**config.mk**
```make
export PLATFORM = sky130hd
export DESIGN_NAME = mul_pipe
export DESIGN_NICKNAME = d
export VERILOG_FILES = /design/src/rtl/mul_pipe_pkg.sv /design/src/rtl/mul_operand_ext.sv /design/src/rtl/mul_pipe.sv
export SDC_FILE = /design/constraint.sdc
export NUM_CORES = 2
export LEC_CHECK = 0
export ABC_AREA = 1
export BUFFER_PORTS_ARGS = -buffer_cell sky130_fd_sc_hd__buf_2
export CAP_MARGIN = 20
export CORE_UTILIZATION = 36
export CTS_BUF_LIST = sky130_fd_sc_hd__clkbuf_4 sky130_fd_sc_hd__clkbuf_8
export DETAILED_ROUTE_END_ITERATION = 8
export HOLD_SLACK_MARGIN = 0.06
export SYNTH_ARGS = -nofsm -noshare
export SYNTH_HDL_FRONTEND = slang
export SYNTH_HIERARCHICAL = 1
export SYNTH_SLANG_ARGS = --single-unit
```
**constraint.sdc**
```tcl
create_clock -name clk -period 8.44 [get_ports clk]
set_clock_uncertainty 0.2 [all_clocks]
set_input_delay 0.422 -clock clk [delete_from_list [all_inputs] [get_ports clk]]
set_output_delay 0.422 -clock clk [all_outputs]
set_load 0.05 [all_outputs]
```
**src/rtl/mul_pipe_pkg.sv**
```systemverilog
// rtl/mul_pipe_pkg.sv - shared RV32M multiply op codes
package mul_pipe_pkg;

   localparam int MUL_OP_W = 2;

   localparam logic [MUL_OP_W-1:0] MUL_OP_MUL    = 2'b00;
   localparam logic [MUL_OP_W-1:0] MUL_OP_MULH   = 2'b01;
   localparam logic [MUL_OP_W-1:0] MUL_OP_MULHSU = 2'b10;
   localparam logic [MUL_OP_W-1:0] MUL_OP_MULHU  = 2'b11;

endpackage

```
**src/rtl/mul_operand_ext.sv**
```systemverilog
// rtl/mul_operand_ext.sv - op-driven XLEN to XLEN+1 operand extension
module mul_operand_ext
   import mul_pipe_pkg::*;
#(
   parameter int XLEN = 32
)
(
   input  logic [MUL_OP_W-1:0] op,
   input  logic [XLEN-1:0]     a,
   input  logic [XLEN-1:0]     b,
   output logic [XLEN:0]       a_ext,
   output logic [XLEN:0]       b_ext
);

   logic a_signed;
   logic b_signed;

   assign a_signed = (op != MUL_OP_MULHU);
   assign b_signed = (op == MUL_OP_MUL) || (op == MUL_OP_MULH);

   assign a_ext = {a_signed & a[XLEN-1], a};
   assign b_ext = {b_signed & b[XLEN-1], b};

endmodule

```
**src/rtl/mul_pipe.sv**
```systemverilog
// rtl/mul_pipe.sv - pipelined RV32M multiply unit with valid/ready and flush
module mul_pipe
   import mul_pipe_pkg::*;
#(
   parameter int XLEN   = 32,
   parameter int STAGES = 3,
   parameter int TAG_W  = 5
)
(
   input  logic                clk,
   input  logic                rst,
   input  logic                flush_i,
   input  logic                in_valid_i,
   output logic                in_ready_o,
   input  logic [MUL_OP_W-1:0] op_i,
   input  logic [XLEN-1:0]     a_i,
   input  logic [XLEN-1:0]     b_i,
   input  logic [TAG_W-1:0]    tag_i,
   output logic                out_valid_o,
   input  logic                out_ready_i,
   output logic [XLEN-1:0]     res_o,
   output logic [TAG_W-1:0]    tag_o,
   output logic                busy_o
);

   typedef struct packed {
      logic                valid;
      logic [MUL_OP_W-1:0] op;
      logic [2*XLEN-1:0]   prod;
      logic [TAG_W-1:0]    tag;
   } slot_t;

   logic [XLEN:0]     a_ext;
   logic [XLEN:0]     b_ext;
   logic [2*XLEN-1:0] a_wide;
   logic [2*XLEN-1:0] b_wide;
   logic [2*XLEN-1:0] product;
   logic              stall;
   slot_t             in_slot;
   slot_t             slot_q [1:STAGES];

   mul_operand_ext #(.XLEN(XLEN)) u_operand_ext (
      .op    (op_i),
      .a     (a_i),
      .b     (b_i),
      .a_ext (a_ext),
      .b_ext (b_ext)
   );

   // Only 2*XLEN product bits survive, so multiplying the sign-extended operands
   // modulo 2^(2*XLEN) yields the same bits as the full signed product.
   assign a_wide  = {{(XLEN-1){a_ext[XLEN]}}, a_ext};
   assign b_wide  = {{(XLEN-1){b_ext[XLEN]}}, b_ext};
   assign product = a_wide * b_wide;

   assign stall      = slot_q[STAGES].valid & ~out_ready_i;
   assign in_ready_o = ~stall;

   always_comb begin
      in_slot       = '0;
      in_slot.valid = in_valid_i & in_ready_o;
      in_slot.op    = op_i;
      in_slot.prod  = product;
      in_slot.tag   = tag_i;
   end

   always_ff @(posedge clk or posedge rst) begin
      if (rst) begin
         for (int i = 1; i <= STAGES; i++) begin
            slot_q[i] <= '0;
         end
      end else begin
         if (!stall) begin
            slot_q[1] <= in_slot;
            for (int i = 2; i <= STAGES; i++) begin
               slot_q[i] <= slot_q[i-1];
            end
         end
         // Flush overrides both the shift and the hold of every valid bit.
         if (flush_i) begin
            for (int i = 1; i <= STAGES; i++) begin
               slot_q[i].valid <= 1'b0;
            end
         end
      end
   end

   always_comb begin
      busy_o = 1'b0;
      for (int i = 1; i <= STAGES; i++) begin
         busy_o = busy_o | slot_q[i].valid;
      end
   end

   assign out_valid_o = slot_q[STAGES].valid;
   assign tag_o       = slot_q[STAGES].tag;
   assign res_o       = (slot_q[STAGES].op == MUL_OP_MUL) ? slot_q[STAGES].prod[XLEN-1:0]
                                                          : slot_q[STAGES].prod[2*XLEN-1:XLEN];

endmodule
```
* After elaboration in Yosys (flattened, before gate mapping)
Cells that the tools add are included.
** Word-level totals
- Output and inout bits :: 40
- Word-level logic and storage cells :: 32
- Bits of input ports :: 76
- Flip-flop bits (word level) :: 216
** Operators by class
- Reductions and logical operators :: 3
- Equal/unequal tests :: 3
- Muxes and demuxes :: 5
- Bitwise operators :: 8
- Multipliers :: 1
** Operators with widths (number)
- $mux 216 :: 1
- $mul 33x33->64 :: 1
- $mux 32 :: 1
- $and 1x1->1 :: 4
- $logic_not 2->1 :: 2
- $ne 2x2->1 const B :: 2
- $mux 1 :: 3
- $eq 2x1->1 const B :: 1
- $not 1->1 :: 2
- $or 1x1->1 :: 2
- $logic_or 1x1->1 :: 1

* Logic depth before layout (Yosys ltp)
- Depth after elaboration :: 6
- Mapped depth :: 34
- Gate-level depth less buffers :: 33

* Modules after synthesis
Netlist, hierarchy kept.
** Modules (own cells, without submodules)
- mul_pipe :: instances 1, cells each 6096, sequential area each 5405.2 sq um, area an instance 48836.8 sq um
- mul_operand_ext :: instances 1, cells each 68, sequential area each 0.0 sq um, area an instance 500.5 sq um

* Worst setup path before layout
No wires, ideal clock.
- Path type :: input-to-reg
- From :: in b_i[1]
- To :: reg slot_q[212] in the netlist's numbering
- Stages :: 27
- Setup slack :: 0.620 ns
- Buffers on the path :: 3
- Data required time :: 8.122 ns
- Arrival :: 7.502 ns
- Library setup time :: 0.118 ns
- Path through :: buf_4 -> clkbuf_1 -> clkbuf_1 -> nand2_1 -> inv_1 -> fa_1 -> fa_1 -> fa_1 -> inv_1 -> fa_1 -> inv_1 -> fa_1 -> fa_1 -> fa_1 -> inv_1 -> fa_1 -> inv_1 -> ha_1 -> a21oi_1 -> a21boi_0 -> nand2_1 -> a21oi_1 -> nand2_1 -> a21oi_1 -> nand3_1 -> nand3_1 -> nand2_1
** On the way
- Longest elaborated chain between the ends :: 1
** RTL lines
- from (decl) :: line mul_pipe.sv:17 : input logic [XLEN-1:0] b_i,
- $mul 33x33->64 :: line mul_pipe.sv:54 : assign product = a_wide * b_wide;
- to (signal, indexed assignment) :: line mul_pipe.sv:76 : slot_q[i] <= slot_q[i-1];
- to (decl) :: line mul_pipe.sv:40 : slot_t slot_q [1:STAGES];
No other way between the ends.
A chain may end at the register's enable or synchronous reset.

* Worst setup path in the final report
- From :: in op_i[0]
- To :: reg slot_q[210] in the netlist's numbering
** On the way
- Elaborated cells between the ends (all ways) :: 7
- Classes of those cells :: mul: 1; eq/ne: 2; bitwise: 2; reduce/logical: 2
** RTL lines
- from (decl) :: line mul_pipe.sv:15 : input logic [MUL_OP_W-1:0] op_i,
- $ne 2x2->1 :: line mul_operand_ext.sv:18 : assign a_signed = (op != MUL_OP_MULHU);
- $and 1x1->1 :: line mul_operand_ext.sv:21 : assign a_ext = {a_signed & a[XLEN-1], a};
- net a_ext[32] :: line mul_pipe.sv:33 : logic [XLEN:0] a_ext;
- $mul 33x33->64 :: line mul_pipe.sv:54
The timed path passes the listed nets, and every way through them passes these cells.

==> flow_summary.yaml <==
outcome:
  status: "completed"
synthesis:
  synth_flop_cell: "dfrtp_1"
  synth-edff-count: 0
  netlist_instances: 6164
  yosysSeqAreaShare_pct: 10.96
  async_flop_share_pct: 100.0
  yosys_register_bits: 216
  syn_nets: 7577
  synth.avg_cell_area_um2: 8.004
  ys.warnings.count: 6
  synth_cell_type_count: 48
  syn-cell-area_um2: 49340
global_routing:
  overflow: 0
  antenna_found_initial: 8
  use_met2_pct: 35.40
  track_usage_pct: 20.99
  gr-usage-met3_pct: 2.759
  grt_busiest_layer: "met2"
  grt_util_met1_pct: 28.95
  grt_pass1_wl_mm: 226.3
  grt_max_degree: 134
  grt_pass1_vias: 39680
routing:
  drt_wl_total_mm: 140.5
  dr.pass1.iters: 7
  vias: 36890
  ant_nets: 0
  drt-wirelength-per-cell_um: 17.89
  drt-initial-drc-count: 2632
  drc: 0
  viasPerCell: 4.698
floorplan:
  die-height_um: 372.2
  initial_core_util_pct: 36.37
  std_cell_rows: 135
  design.core.area_um2: 135600
  die_w_um: 372.2
  die-area_um2: 138500
  ios: 116
setup_path:
  cp_data_required_time_ns: 8.66
  reg2reg_depth: 5
  endpoint_kind: "flop"
  cp.arrival_ns: 8.39
  cp_max_fo: 8
  criticalPathCategory: "primary input to flop"
  crit_path_start_kind: "primary input"
timing:
  fin_crit_ns: 8.168
  rsz0062_at_grt: "false"
  max_freq_mhz: 122.4
  hold_viol_final: 0
  slew_headroom_pct: 30.60
  setup_tns_ns: 0
  slew_viol_final: 0
  fin_crit_sh_pct: 96.78
  worstMarginPinSlew_ns: 1.038
  finalSetupViolations: 0
clock_network:
  numCtsBuffers: 38
  cts-htree-levels: 2
  clkLatencyLatePin_ns: 0.56
  cts_tree: "built"
  path_clk_slew_ns: 0.08
  clock_sinks: 216
  cts_root_buf: "clkbuf_8"
  clk_path_buf_depth: 3
job:
  cap_viol_max_count: 0
worst_hold_path:
  hold_path_depth: 3
  hp-class: "primary input to flop"
cells_and_area:
  nNetsFinal: 7454
  syn_to_final_growth_pct: 5.785
  drive_above_1_share_pct: 6.377
  nFillCells: 13930
placement:
  place_congestion: 0.9441
  io_buffers: 115
  dpl.hpwl_mm: 116.9
==> path summary, 6_finish.rpt <==
check                             from          end  slack, ns
setup / recovery               op_i[0]  slot_q[210]       0.27
hold / removal                 op_i[1]  slot_q[214]       0.08
setup reg to reg           out_valid_o  slot_q[173]       5.24
hold reg to reg            slot_q[104]   slot_q[32]       0.26
max in group asynchronous          rst     tag_o[3]       6.42
min in group asynchronous          rst     tag_o[4]       0.43
==> cell usage in the layout (no fill, tap or decap), types with 8 or more instances in the layout <==
cell type      synthesis  layout
inv_2                 27      27
o21bai_1              11      11
o21ai_0              169     169
dfrtp_1              216     216
or2_2                 15      15
nand4_1               15      15
buf_2                  5     115
xnor2_1               11      11
inv_1               1838    1835
nor2_2                14      14
nor3_1                 9       9
o21ai_1               42      42
mux2_2                21      21
nand3_1              108     108
a21oi_1               87      87
nand2_1             1629    1629
or2_1                  8       8
ha_1                 212     212
nor2_1               170     168
buf_4                 69      90
dlygate4sd3_1          0      10
clkbuf_8               0      45
fa_1                1125    1125
clkbuf_4               0      15
==> worst max-delay path, cell delays in order <==
cell	delay (ns)
dlygate4sd3_1	0.53
buf_2	0.21
a21oi_4	0.33
buf_4	0.18
nand2_1	0.08
inv_1	0.16
fa_1	0.46
fa_1	0.51
fa_1	0.52
buf_4	0.23
fa_1	0.47
fa_1	0.58
fa_1	0.54
fa_1	0.49
inv_1	0.05
fa_1	0.47
inv_1	0.04
ha_1	0.29
buf_4	0.18
a21oi_1	0.19
nor2_1	0.06
nor2_1	0.19
a21boi_1	0.42
o21ai_1	0.24
a21oi_1	0.25
nand3_1	0.10
nand3_1	0.10
o21ai_1	0.08
==> per-layer routing <==
layer  up-vias  wire length [um]
met5         -                57
met4         8              2708
met3       185              9034
met2      1170             66360
met1     18700             62330
li1      16830                 -
==> final cells by class <==
| class | instances | area, um^2 | area share, % |
|---|---|---|---|
| Antenna cell | 3 | 7.507 | 0.01438 |
| Clock buffer | 60 | 732.0 | 1.402 |
| Clock inverter | 8 | 123.9 | 0.2373 |
| Inverter | 1866 | 7020 | 13.45 |
| Multi-Input combinational cell | 3701 | 35260 | 67.55 |
| Sequential cell | 216 | 5405 | 10.36 |
| Tap cell | 1781 | 2228 | 4.270 |
| Timing Repair Buffer | 218 | 1419 | 2.719 |
==> registers in the layout, summed over array words and instances, names as in the netlist <==
| signal | cells |
|---|---|
| out_valid_o | 1 |
| tag_o | 5 |
| slot_q | 210 |
==> synthesized netlist by cell type, drive strengths merged, types with 6 or more instances <==
cell type	number	area share [%]
clkbuf	303	2.3
a21oi	95	1.0
mux2	21	0.48
xnor2	11	0.20
or2	25	0.32
dfrtp	216	11
nand4	15	0.19
nand3b	6	0.091
a21boi	6	0.12
nor3	11	0.14
nand2	1633	12
nand3	111	1.2
inv	1865	14
xor2	6	0.11
fa	1125	46
nor2	185	1.5
buf	78	1.1
ha	212	5.4
o21bai	12	0.19
o21ai	216	2.2
==> logic make-up after synthesis <==
group	share of synthesized area (%)
AO/OA/AOI/OAI	3.657
XOR/XNOR	0.3018
adder cells (fa/ha/maj)	51.02
buffers and inverters	17.63
flip-flops	10.96
multiplexers	0.4793
AND/OR/NAND/NOR	15.95
==> repair_timing <==
| action | in CTS | in global routing |
|---|---|---|
| buffers inserted | 0 | 1 |
| hold buffers | 10 | 0 |
| endpoints found under the hold margin | 154 | 0 |
| gates resized for setup | 0 | 3 |
| setup endpoints to repair | 0 | 2 |
==> metrics by stage <==
step	hold slack (ns)	worst slack (ns)	std cells	area, um^2	util (%)
finish	0.08174	0.2717	7853	52190	38.48
global route	0.1115	0.002743	7850	52180	38.47
CTS	0.06581	0.3405	7848	52140	38.44
detailed placement	0.2512	0.2876	7770	51190	37.74
global placement	0.2516	0.2601	7770	51190	37.74
floorplan	0.2422	0.6204	6164	49340	-
Power is left out: the tool's default activity adds up to more than one toggle a clock period on the data nets, which glitch-free logic cannot reach.
